**config.mk**
```make
export PLATFORM = sky130hd
export DESIGN_NAME = lcd_msg_feeder
export DESIGN_NICKNAME = d
export VERILOG_FILES = /design/src/rtl/lcd_msg_feeder.sv
export SDC_FILE = /design/constraint.sdc
export NUM_CORES = 1
export LEC_CHECK = 0
export ABC_AREA = 0
export ABC_CLOCK_PERIOD_IN_PS = 3620
export BUFFER_PORTS_ARGS = -buffer_cell sky130_fd_sc_hd__buf_4
export CAP_MARGIN = 10
export CORE_MARGIN = 4
export CORE_UTILIZATION = 42
export CTS_CLUSTER_SIZE = 40
export DETAILED_ROUTE_END_ITERATION = 12
export HOLD_SLACK_MARGIN = 0.1
export PLACE_DENSITY = 0.66
export SYNTH_ARGS = -nofsm -noshare
export SYNTH_HDL_FRONTEND = slang
export SYNTH_SLANG_ARGS = --single-unit
```
**constraint.sdc**
```tcl
create_clock -name clk -period 3.62 [get_ports clk]
set_input_delay 0.724 -clock clk [delete_from_list [all_inputs] [get_ports clk]]
set_output_delay 0.724 -clock clk [all_outputs]
set_load 0.01 [all_outputs]
```
**src/rtl/lcd_msg_feeder.sv**
```systemverilog
// lcd_msg_feeder: FIFO-buffered byte feeder that paces single-cycle strobes
// to an LCD text driver with a fixed post-strobe gap.
module lcd_msg_feeder #(
    parameter int          DEPTH = 16,
    parameter logic [15:0] GAP   = 16'd2000
) (
    input  logic                     clk,
    input  logic                     rst_n,
    input  logic                     in_valid,
    input  logic [7:0]               in_data,
    output logic                     in_ready,
    input  logic                     init_complete,
    output logic                     ready,
    output logic [7:0]               msg_byte,
    output logic                     busy,
    output logic [$clog2(DEPTH):0]   level
);
    localparam int AW = $clog2(DEPTH);
    localparam int LW = AW + 1;

    typedef enum logic [1:0] {IDLE, LOAD, STROBE, HOLD} state_t;

    state_t        state_q;
    logic [7:0]    mem_q [DEPTH];
    logic [AW-1:0] wr_ptr_q, rd_ptr_q;
    logic [LW-1:0] level_q, level_d;
    logic [15:0]   cnt_q;
    logic          ready_q, busy_q;
    logic [7:0]    msg_q;
    logic          push, pop;

    assign in_ready = level_q != LW'(DEPTH);
    assign push     = in_valid && in_ready;
    // Pops only from IDLE with data present, so a push into empty never collides
    assign pop      = state_q == IDLE && init_complete && level_q != '0;
    assign level_d  = level_q + LW'(push) - LW'(pop);

    assign ready    = ready_q;
    assign msg_byte = msg_q;
    assign busy     = busy_q;
    assign level    = level_q;

    always_ff @(posedge clk) begin
        if (push) mem_q[wr_ptr_q] <= in_data;
    end

    always_ff @(posedge clk or negedge rst_n) begin
        if (!rst_n) begin
            state_q  <= IDLE;
            wr_ptr_q <= '0;
            rd_ptr_q <= '0;
            level_q  <= '0;
            cnt_q    <= '0;
            ready_q  <= 1'b0;
            busy_q   <= 1'b0;
            msg_q    <= 8'h00;
        end else begin
            level_q <= level_d;
            if (push) wr_ptr_q <= wr_ptr_q + AW'(1);
            case (state_q)
                IDLE: if (pop) begin
                    msg_q    <= mem_q[rd_ptr_q];
                    rd_ptr_q <= rd_ptr_q + AW'(1);
                    busy_q   <= 1'b1;
                    state_q  <= LOAD;
                end
                LOAD: begin
                    ready_q <= 1'b1;
                    state_q <= STROBE;
                end
                STROBE: begin
                    ready_q <= 1'b0;
                    cnt_q   <= GAP - 16'd1;
                    state_q <= HOLD;
                end
                HOLD: if (cnt_q == 16'd0) begin
                    busy_q  <= 1'b0;
                    state_q <= IDLE;
                end else begin
                    cnt_q <= cnt_q - 16'd1;
                end
                default: state_q <= IDLE;
            endcase
        end
    end
endmodule

```
Yosys cells after proc, flatten, opt, wreduce, memory -nomap -nowiden
Memory sizes are Yosys's and may differ from the RTL's. A register that Yosys moved wholly into a read port is not among the register bits.
Index checks and enable logic that the tools add are counted.
Storage, ports and cells
  logic and storage cells: 45
  bits in writable memories: 128
  memories: 1
  register bits: 33
  bits in latches: 0
  output and inout bits: 16
  ROM bits: 0
Cells by class
  div/mod/pow operators: 0
  bitwise operators: 0
  reduce and logical (&&, ||, !) cells: 14
  magnitude comparators: 0
  equality and inequality tests: 7
  shift operators: 0
  mux-type cells: 11
  $mul: 0
  $add $sub $neg: 5
Memories
  mem_q: words 16, width 8, read ports 1, clocked after memory_dff 1, wr ports 1, RTL line 24  | logic [7:0] mem_q [DEPTH];
Operators by type and width (number)
  one-hot mux 16 bit (2 select lines): 1
  logical NOT 16 bit: 1
  two-way mux 16 bit: 1
  subtractor 16 x 1 -> 16 bit, second input constant: 1
  adder 4 x 1 -> 4 bit, second input constant: 2
  one-hot mux 2 bit (4 select lines): 1
  != test 2 bit, second input constant: 3
  AND reduction 2 bit: 3
  nonzero test 2 bit: 3
  adder 5 x 1 -> 5 bit: 1
  != test 5 bit, second input constant: 1
  nonzero test 5 bit: 1
  subtractor 5 x 1 -> 5 bit: 1
  equality test 2 bit, second input constant: 2
  two-way mux 1 bit: 4
  two-way mux 2 bit: 2
  one-hot mux 1 bit (2 select lines): 2
  logical AND 1 bit: 3
  AND reduction 3 bit: 1
  equality test 2 x 1 -> 1 bit, second input constant: 1
  logical NOT 2 bit: 1
  logical NOT 1 bit: 1

Depth between registers and ports, before layout
Gate-level depths: netlist (run 1).
  depth after elaboration: 5
  depth in mapped cells: 16
  depth with buffers taken out: 15

Least setup slack after synthesis (run 1)
No wires, ideal clock.
  kind: register -> register
  from: reg level_q[3] (netlist: level[3])
  to: reg level_q[4] (netlist: level[4])
  cell stages (with the launch flop): 16
  setup slack: 718 ps
  required time: 3495 ps
  arrival: 2777 ps
  path through: dfrtp_1 -> inv_1 -> ha_1 -> or3b_1 -> o211ai_1 -> inv_1 -> ha_1 -> inv_1 -> ha_1 -> inv_1 -> fa_1 -> inv_1 -> a21oi_1 -> nor2_1 -> nor2_1 -> xnor2_1
On the way
  word-level cells in the longest chain between the ends: 4
Ends and longest elaborated chain
  start, declared: RTL line 26  | logic [LW-1:0] level_q, level_d;
  start signal, assigned: RTL line 58  | level_q <= level_d;
  != test 5 bit: RTL line 32  | assign in_ready = level_q != LW'(DEPTH);
  logical AND 1 bit: RTL line 33  | assign push = in_valid && in_ready;
  adder 5 x 1 -> 5 bit: RTL line 36  | assign level_d = level_q + LW'(push) - LW'(pop);
  subtractor 5 x 1 -> 5 bit *: RTL line 36
  via level_d[4]: RTL line 26
Mark *: on every way through the listed nets, which the timed path passes. The rest lies on a longest branch.
A chain may end at the register's enable or synchronous reset.

Final worst setup path (run 1)
Ends and elaborated chain as after synthesis.

==> key figures, run 1 <==
Finish
  – Final Core Density: 48.7%
  – P&R area growth vs syn: 14.1%
  – Fillers: 1363
  – # diodes: 0
  – Layout cell share with drive strength beyond 1: 22.8%
  – Design area: 0.00804 mm2
  – Final net count: 486

Synthesis
  – Seq cells post-synth: 169
  – Netlist cell types: 50
  – Synthesized netlist net count: 452
  – Area of the mapped netlist: 0.00705 mm2
  – Post-synthesis sequential area ratio: 69.1%
  – Fraction of registers with async set or reset after synthesis: 24.3%
  – Largest area contributor in the netlist: edfxtp_1
  – Number of flops mapped to enable cells by yosys: 128
  – Top-area cell type share of the netlist area: 54.6%
  – Ys flop type: edfxtp_1
  – Largest cells by area after synthesis: edfxtp_1 (55%), dfrtp_1 (15%), mux4_2 (11%)
  – Syn. warnings: 0
  – Syn avg cell area: 16.7 um2
  – Gate Count Post-Synth: 422

Clocking
  – # resized after CTS: 0
  – H-Tree Depth: 4
  – Worst-path clk slew: 0.06 ns
  – CTS tree: done
  – Clk Tree Root Cell: clkbuf_16
  – Setup Fix Bufs, Post-CTS: 0
  – TritonCTS Buffers: 17
  – Clock Tree Buf Depth: 2
  – Clock network latency to the later pin of the worst-skew pair: 0.42 ns
  – Hold_buf cts: 0
  – Clk sinks: 169

Drt
  – Initial drt markers: 211
  – DR DRC count: 0
  – Antenna Nets Post-Route: 0
  – Drt via density: 5.21
  – 1st-pass router iterations: 4
  – Routed wire length: 12.9 mm
  – Vias: 3593
  – Per-cell routed wire length: 18.7 um

Timing
  – Setup violators final: 0
  – Tcrit/Tclk final: 78.3%
  – Slew @ Worst Pin: 0.930 ns
  – Fin crit period: 2.83 ns
  – Final Skew: 0.00799 ns
  – Fmax: 0.353 GHz
  – Final worst slack: 0.786 ns
  – Fin Setup TNS: 0 ns
  – Pins Over Slew Limit: 0
  – Hold Fails Final Rpt: 0
  – RSZ-0062 raised after global routing: no
  – Slew HR: 37.8%

Floorplan
  – Placement row count: 47
  – Die Span X: 138 um
  – Die area: 0.0189 mm2
  – Core footprint: 0.0165 mm2
  – Die Y: 138 um
  – Starting Density: 42.6%
  – Num ports: 28

Placement
  – Placed cell area: 0.00749 mm2
  – Setup WS pre-CTS: 0.776 ns
  – Buffers on Ports: 27
  – DP Wirelength: 8.47 mm
  – RePlAce Congestion: 0.775

GRT
  – Congestion Overflow GR: 0
  – Largest net degree at the start of global routing: 42
  – Initial antenna violation count: 0
  – Gr usage total: 15.0%
  – Vias in the first global route: 3726
  – First-pass GRT wire length: 21.0 mm

Power and ir drop
  – Peak VDD IR: 0.369 mV
  – Pwr Density: 579 mW/mm2
  – Total power: 4.65 mW
  – Leakage: 2.83 nW

Flow run
  – Max-Cap Viols: 0

Worst setup path
  – Critical Path AT: 3.14 ns
  – Type of origin of the critical path: register
  – Worst R2R Path Depth: 15
  – Crit path capture type: register
  – CP required: 3.92 ns
  – WS Path Type: register to register
  – Max FO, Critical Path: 6

Hold path
  – Min-delay worst type: primary input to asynchronous set/reset pin

Outcome
  – Outcome: finished, final reports clean
## path summary, 6_finish.rpt
kind / slack, ns / start / end
max in group asynchronous: 2.95 / rst_n / rd_ptr_q[0]
worst min register to register: 0.48 / msg_byte[6] / msg_byte[6]
worst max register to register: 0.79 / level[3] / level[4]
worst min-delay path: 0.27 / rst_n / cnt_q[4]
worst max-delay path: 0.79 / level[3] / level[4]
min in group clk: 0.48 / msg_byte[6] / msg_byte[6]
## per-layer routing
layer | track usage (%) | vias up | part of all wire, %
met2 | 24.4 | 76 | 51
met1 | 20.2 | 1821 | 43
met5 | 0 | - | 0
met3 | 3.58 | 9 | 4.9
li1 | - | 1687 | -
met4 | 4.49 | 0 | 0.78
## metrics by stage
stage,instances,hold slack [ns]
final,689,0.273
after global placement,657,0.471
after CTS,689,0.287
after floorplan,422,0.428
after global routing,689,0.315
after detailed placement,657,0.476
## cells in the final DEF, fill, tap and decap left out, drive strengths merged, types with 6 or more instances in the layout
| master | synthesis | final |
|---|---|---|
| mux4 | 33 | 33 |
| nand2 | 31 | 31 |
| dfrtp | 41 | 41 |
| o221ai | 7 | 7 |
| clkbuf | 6 | 18 |
| a21oi | 6 | 6 |
| xnor2 | 10 | 10 |
| o31ai | 6 | 6 |
| o21ai | 12 | 12 |
| edfxtp | 128 | 128 |
| mux2i | 11 | 11 |
| nor2 | 26 | 26 |
| ha | 17 | 17 |
| buf | 13 | 34 |
| inv | 21 | 25 |
| nor3 | 9 | 9 |
| nand3 | 8 | 8 |
## power by group
group,switching [mW],internal [mW]
Sequential,0.100,2.30
Combinational,0.324,0.232
Clock,0.752,0.950
## critical path, cell delays in order, from the launching register on
cell	delay (ns)
dfrtp_1	0.41
inv_1	0.09
ha_1	0.17
or3b_1	0.34
o211ai_1	0.20
inv_1	0.15
ha_1	0.29
inv_1	0.06
ha_1	0.16
inv_1	0.05
fa_1	0.40
inv_1	0.07
a21oi_1	0.06
nor2_1	0.10
nor2_1	0.06
xnor2_1	0.11
## state kept, by name (all words and copies together) (netlist names)
name and cells:
mem_q 128, cnt_q 16, msg_byte 8, level 5, rd_ptr_q 4, wr_ptr_q 4, state_q 2, busy 1
ready 1
## cell type report
type	instances	area, um2	share of cell area, %
tap	220	275	3.42
sequential	169	4870	60.6
clock buffer	18	429	5.34
multi-input combinational	213	2010	25.0
timing repair buffer	34	255	3.17
inverter	21	78.8	0.980
clock inverter	14	124	1.54
## synthesized netlist by cell type, drive strengths merged (6+ instances only)
cell / n
edfxtp: 128
dfrtp: 41
mux4: 33
nand2: 31
nor2: 26
inv: 21
ha: 17
buf: 13
o21ai: 12
mux2i: 11
xnor2: 10
nor3: 9
nand3: 8
o221ai: 7
a21oi: 6
clkbuf: 6
o31ai: 6
## logic make-up after synthesis
| group | share of synthesized area [%] |
|---|---|
| DFF | 69.1 |
| and+or+nand+nor | 6.84 |
| muxes | 12.4 |
| AOI/OAI and AO/OA | 4.17 |
| buffers and inverters | 2.40 |
| adders and majority gates | 3.30 |
| xor gates and xnor gates | 1.74 |
Power figures use the tool's default switching activity.
==> run 2, diff against run 1 <==
ABC_CLOCK_PERIOD_IN_PS = 2400   (was 3620)
PLACE_DENSITY = 0.68   (was 0.66)
clock period = 2.4 ns   (was 3.62 ns; I/O delays follow)
==> key figures, run 2 (synthesis gave the netlist of run 1 again) <==
Drt
  – DR DRC count: 0 (unchanged)
  – Routed wire length: 13.2 mm (was 12.9 mm)
  – Per-cell routed wire length: 18.3 um (was 18.7 um)
  – Antenna Nets Post-Route: 0 (unchanged)
  – Vias: 3812 (was 3593)
  – Drt via density: 5.29 (was 5.21)
  – 1st-pass router iterations: 6 (was 4)
  – Initial drt markers: 323 (was 211)

Power and ir drop
  – Leakage: 3.01 nW (was 2.83 nW)
  – Total power: 7.32 mW (was 4.65 mW)
  – Peak VDD IR: 0.550 mV (was 0.369 mV)
  – Pwr Density: 875 mW/mm2 (was 579 mW/mm2)

Outcome
  – Outcome: complete, but fails checks (was finished, final reports clean)
  – Failing checks: setup timing

Timing
  – Final Skew: 0.0108 ns (was 0.00799 ns)
  – Slew @ Worst Pin: 0.884 ns (was 0.930 ns)
  – Worst Hold Slack: 0.362 ns (was 0.273 ns)
  – RSZ-0062 raised after global routing: yes (was no)
  – Fin Setup TNS: -0.324 ns (was 0 ns)
  – Tcrit/Tclk final: 107% (was 78.3%)
  – Hold Fails Final Rpt: 0 (unchanged)
  – Slew HR: 41.1% (was 37.8%)
  – Pins Over Slew Limit: 0 (unchanged)
  – Fmax: 0.389 GHz (was 0.353 GHz)
  – Fin crit period: 2.57 ns (was 2.83 ns)
  – Setup violators final: 2 (was 0)
  – Final worst slack: -0.170 ns (was 0.786 ns)

Floorplan
  – Num ports: 28 (unchanged)
  – Die Span X: 138 um (unchanged)
  – Starting Density: 42.6% (unchanged)
  – Core footprint: 0.0165 mm2 (unchanged)
  – Die area: 0.0189 mm2 (unchanged)
  – Die Y: 138 um (unchanged)
  – Placement row count: 47 (unchanged)

Worst setup path
  – Reg-to-reg slack, setup: -0.17 ns (was 0.79 ns)
  – Critical Path AT: 2.88 ns (was 3.14 ns)
  – CP required: 2.71 ns (was 3.92 ns)
  – Type of origin of the critical path: register (unchanged)
  – R2r endpoint: level[2] (was level[4])
  – Worst R2R Path Depth: 13 (was 15)
  – R2r startpoint: level[2] (was level[3])
  – Crit path capture type: register (unchanged)
  – Max FO, Critical Path: 2 (was 6)
  – WS Path Type: register to register (unchanged)

Clocking
  – H-Tree Depth: 4 (unchanged)
  – Clock network latency to the later pin of the worst-skew pair: 0.43 ns (was 0.42 ns)
  – TritonCTS Buffers: 17 (unchanged)
  – Clk Tree Root Cell: clkbuf_16 (unchanged)
  – Clk sinks: 169 (unchanged)
  – Worst-path clk slew: 0.07 ns (was 0.06 ns)
  – CTS tree: done (unchanged)
  – Clock Tree Buf Depth: 2 (unchanged)

Placement
  – Buffers on Ports: 27 (unchanged)
  – Dpl cells: 685 (was 657)
  – Setup WS pre-CTS: -0.217 ns (was 0.776 ns)
  – DP Wirelength: 8.66 mm (was 8.47 mm)
  – RePlAce Congestion: 0.739 (was 0.775)
  – Placed cell area: 0.00774 mm2 (was 0.00749 mm2)

Finish
  – Final net count: 519 (was 486)
  – Commonest non-fill, non-tap cell in the layout: edfxtp_1 (unchanged)
  – Max reg flops: 128 (unchanged)
  – Layout cell share with drive strength beyond 1: 30.6% (was 22.8%)
  – Final Core Density: 50.6% (was 48.7%)
  – Final Non-Filler Cells: 720 (was 689)
  – P&R area growth vs syn: 18.8% (was 14.1%)
  – Most flop-heavy register: mem_q (unchanged)
  – Most frequent cells in the layout: edfxtp_1 (128), buf_4 (64), dfrtp_1 (40) (was edfxtp_1 (128), dfrtp_1 (40), buf_4 (34))
  – # diodes: 0 (unchanged)
  – Design area: 0.00837 mm2 (was 0.00804 mm2)

Hold path
  – Hold wc startpoint: in_data[3]
  – Min-delay worst type: primary input to register (was primary input to asynchronous set/reset pin)
  – Hold EP: mem_q[10][3]
  – Worst Hold Depth: 1

GRT
  – Congestion Overflow GR: 0 (unchanged)
  – GRT Max-Usage Layer: met2 (unchanged)
  – Met1 track demand over resource: 19.7% (was 20.2%)
  – First-pass GRT wire length: 21.2 mm (was 21.0 mm)
  – Initial antenna violation count: 0 (unchanged)
  – Vias in the first global route: 3954 (was 3726)
  – M3 GR Usage: 3.76% (was 3.58%)
  – Largest net degree at the start of global routing: 42 (unchanged)
  – Gr usage total: 15.2% (was 15.0%)
  – Met2 Use GR: 25.3% (was 24.4%)

Flow run
  – Max-Cap Viols: 0 (unchanged)
run 2: routing by layer:
layer / wire length [um] / part of all wire [%]
met4: 174 / 1.3
met2: 6730 / 51
met3: 601 / 4.6
met1: 5670 / 43
met5: 0 / 0
run 2: critical path: stages, from the launching register on:
cell	delay [ns]
dfrtp_1	0.40
inv_2	0.09
ha_4	0.13
or3b_1	0.34
o211ai_1	0.25
inv_2	0.09
ha_4	0.22
inv_2	0.06
ha_4	0.13
inv_2	0.04
fa_2	0.35
buf_4	0.15
buf_6	0.11
xnor2_2	0.12
run 2: area by class of cell:
type	instances	area, um2
clock buffer	17	425
clock inverter	13	123
fill	1339	8160
inverter	21	78.8
multi-input combinational	213	2070
sequential	169	4870
tap	220	275
timing repair buffer	67	522
run 2: worst max-delay path by stage:
stage / from / to / slack, ns / cells after the start
after floorplan: level[3] / level[4] / -0.37 / 15
after global placement: level[2] / level[4] / -0.11 / 15
after detailed placement: level[2] / level[4] / -0.22 / 15
after CTS: level[2] / level[4] / -0.19 / 15
after global routing: level[2] / level[4] / -0.32 / 15
final: level[2] / level[2] / -0.17 / 13
run 2: timing repair:
action | CTS | global route
pin swaps | 3 | 6
endpoints found under the setup margin | 3 | 4
buffers inserted | 3 | 2
hold endpoints to repair | 41 | 0
hold buffers | 1 | 0
gates resized for setup | 6 | 5
run 2: where the power goes:
group / internal (mW) / total (mW) / switching [mW]
combinational: 0.571 / 1.19 / 0.616
clock: 1.43 / 2.55 / 1.12
sequential: 3.46 / 3.58 / 0.125
total: 5.46 / 7.32 / 1.87
==> run 3, diff against run 2 <==
SKIP_LAST_GASP = 1   (was default)
==> key figures, run 3 (synthesis gave the netlist of run 1 again) <==
Outcome
  – Outcome: complete, but fails checks (unchanged)
  – Failing checks: setup timing (unchanged)

Finish
  – Most flop-heavy register: mem_q (unchanged)
  – Max reg flops: 128 (unchanged)
  – # diodes: 0 (unchanged)
  – Multi-input logic area: 0.00206 mm2 (was 0.00207 mm2)
  – Most frequent cells in the layout: edfxtp_1 (128), buf_4 (64), dfrtp_1 (40) (unchanged)
  – Reg area: 0.00487 mm2 (unchanged)
  – Final Core Density: 50.6% (about the same)
  – Fillers: 1343 (was 1339)
  – Commonest non-fill, non-tap cell in the layout: edfxtp_1 (unchanged)
  – P&R area growth vs syn: 18.6% (was 18.8%)
  – Final net count: 519 (unchanged)
  – Layout cell share with drive strength beyond 1: 30.4% (was 30.6%)

GRT
  – First-pass GRT wire length: 21.2 mm (about the same)
  – Congestion Overflow GR: 0 (unchanged)
  – Gr usage total: 15.2% (about the same)
  – Initial antenna violation count: 0 (unchanged)
  – Largest net degree at the start of global routing: 42 (unchanged)
  – Vias in the first global route: 3948 (was 3954)

Drt
  – Antenna Nets Post-Route: 0 (unchanged)
  – Vias: 3787 (was 3812)
  – Per-cell routed wire length: 18.1 um (was 18.3 um)
  – Routed wire length: 13.1 mm (was 13.2 mm)
  – 1st-pass router iterations: 5 (was 6)
  – Drt via density: 5.26 (was 5.29)
  – DR DRC count: 0 (unchanged)
  – Initial drt markers: 336 (was 323)

Timing
  – Hold Fails Final Rpt: 0 (unchanged)
  – Final Skew: 0.00963 ns (was 0.0108 ns)
  – Pins Over Slew Limit: 0 (unchanged)
  – Fmax: 0.390 GHz (was 0.389 GHz)
  – Slew HR: 42.7% (was 41.1%)
  – RSZ-0062 raised after global routing: yes (unchanged)
  – Fin Setup TNS: -0.320 ns (was -0.324 ns)
  – Slew @ Worst Pin: 0.860 ns (was 0.884 ns)
  – Fin crit period: 2.56 ns (was 2.57 ns)
  – Final worst slack: -0.161 ns (was -0.170 ns)
  – Tcrit/Tclk final: 107% (about the same)
  – Setup violators final: 2 (unchanged)
  – Worst Hold Slack: 0.361 ns (was 0.362 ns)

Power and ir drop
  – Clock power frac: 34.9% (about the same)
  – Combinational power share: 16.0% (was 16.2%)
  – Switching Share: 25.3% (was 25.5%)
  – Pwr Density: 874 mW/mm2 (was 875 mW/mm2)
  – Internal power: 5.45 mW (was 5.46 mW)
  – Seq pwr share: 49.1% (was 48.9%)
  – Peak VDD IR: 0.546 mV (was 0.550 mV)
  – Psw: 1.85 mW (was 1.87 mW)
  – Leakage: 3.00 nW (was 3.01 nW)

Worst setup path
  – CP startpoint: level[2] (unchanged)
  – Worst setup endpoint: level[2] (unchanged)
  – Type of origin of the critical path: register (unchanged)
  – Buf/Inv on CP: 6 (unchanged)
  – Crit. path cell count: 13 (unchanged)
  – R2r endpoint: level[2] (unchanged)
  – Top cell by count, worst path: inv_2 (unchanged)
  – Family with the most delay on the worst path: adder cells (unchanged)
  – Crit path capture type: register (unchanged)
  – Worst R2R Path Depth: 13 (unchanged)
  – Reg-to-reg slack, setup: -0.16 ns (was -0.17 ns)
  – Slowest CP cell: dfrtp_1 (unchanged)
  – R2r startpoint: level[2] (unchanged)
  – WS Path Type: register to register (unchanged)
  – Max FO, Critical Path: 2 (unchanged)
  – CP required: 2.71 ns (about the same)
  – Critical path, cell by cell: inv_2 -> ha_4 -> or3b_1 -> o211ai_1 -> inv_2 -> ha_4 -> inv_2 -> ha_4 -> inv_2 -> fa_2 -> buf_4 -> buf_6 -> xnor2_2 (unchanged)
  – Critical Path AT: 2.87 ns (was 2.88 ns)
  – Critical Path Max Stage Delay: 0.40 ns (about the same)

Floorplan
  – Starting Density: 42.6% (unchanged)
  – Die area: 0.0189 mm2 (unchanged)
  – Die Y: 138 um (unchanged)
  – Core footprint: 0.0165 mm2 (unchanged)
  – Placement row count: 47 (unchanged)
  – Num ports: 28 (unchanged)
  – Die Span X: 138 um (unchanged)

Clocking
  – Clock network latency to the later pin of the worst-skew pair: 0.42 ns (was 0.43 ns)
  – Worst-path clk slew: 0.07 ns (about the same)
  – CTS tree: done (unchanged)
  – Clock Tree Buf Depth: 2 (unchanged)
  – Clk Tree Root Cell: clkbuf_16 (unchanged)
  – H-Tree Depth: 4 (unchanged)
  – Clk sinks: 169 (unchanged)
  – TritonCTS Buffers: 17 (unchanged)

Hold path
  – Min-delay worst type: primary input to register (unchanged)

Placement
  – Buffers on Ports: 27 (unchanged)
  – DP Wirelength: 8.66 mm (unchanged)
  – RePlAce Congestion: 0.739 (unchanged)
  – Setup WS pre-CTS: -0.217 ns (unchanged)

Flow run
  – Max-Cap Viols: 0 (unchanged)
-- run 3: cell counts in the layout (fill, tap and decap cells not counted) --
No cell type changed its count.
-- run 3: power groups by stage --
stage,clock network [mW],logic [mW],registers (mW)
after detailed placement,0,1.06,3.64
after floorplan,0,0.592,3.63
after CTS,2.61,1.13,3.59
final,2.55,1.17,3.58
after global routing,2.73,1.29,3.61
after global placement,0,1.01,3.62
-- run 3: routing by layer --
| layer | global-route usage, % | vias up | routed length, um |
|---|---|---|---|
| met4 | 4.99 | 0 | 151 |
| met1 | 19.7 | 1944 | 5590 |
| met5 | 0 | - | 0 |
| li1 | - | 1751 | - |
| met2 | 25.2 | 80 | 6590 |
| met3 | 3.76 | 12 | 726 |
-- run 3: worst min path at each step --
stage,slack [ns],endpoint,cells past startpoint,startpoint
after floorplan,0.18,busy,0,rst_n
after global placement,0.47,msg_byte[5],2,msg_byte[5]
after detailed placement,0.47,msg_byte[5],2,msg_byte[5]
after CTS,0.35,mem_q[13][6],1,in_data[6]
after global routing,0.36,mem_q[11][6],1,in_data[6]
final,0.36,mem_q[10][3],1,in_data[3]
-- run 3: area by class of cell --
cell class / count / area share (%)
Inverter: 21 / 0.943
Tap cell: 220 / 3.29
Multi-Input combinational cell: 213 / 24.7
Sequential cell: 169 / 58.3
Clock buffer: 17 / 5.09
Timing Repair Buffer: 67 / 6.24
Clock inverter: 13 / 1.47
-- run 3: through the flow --
stage	std cells	area [um2]	total power, mW
3_5_place_dp	685	7740	4.70
5_1_grt	720	8360	7.63
3_3_place_gp	685	7740	4.63
6_report	720	8360	7.30
4_1_cts	719	8340	7.33
2_1_floorplan	422	7080	4.22
-- run 3: worst reg2reg max path: cells and delay by family, from the launching register on --
family                     cells  cell delay [ns]
and+or+nand+nor                1             0.34
adders and majority gates      4             0.83
AOI/OAI and AO/OA              1             0.25
xor gates and xnor gates       1             0.12
buffers and inverters          6             0.53
DFF                            1             0.40
-- run 3: repair_timing --
item	in CTS	in global routing
hold buffers	1	0
endpoints found under the hold margin	41	0
endpoints found under the setup margin	3	4
pin swaps	3	7
gates resized for setup	5	5
setup buffers	3	2
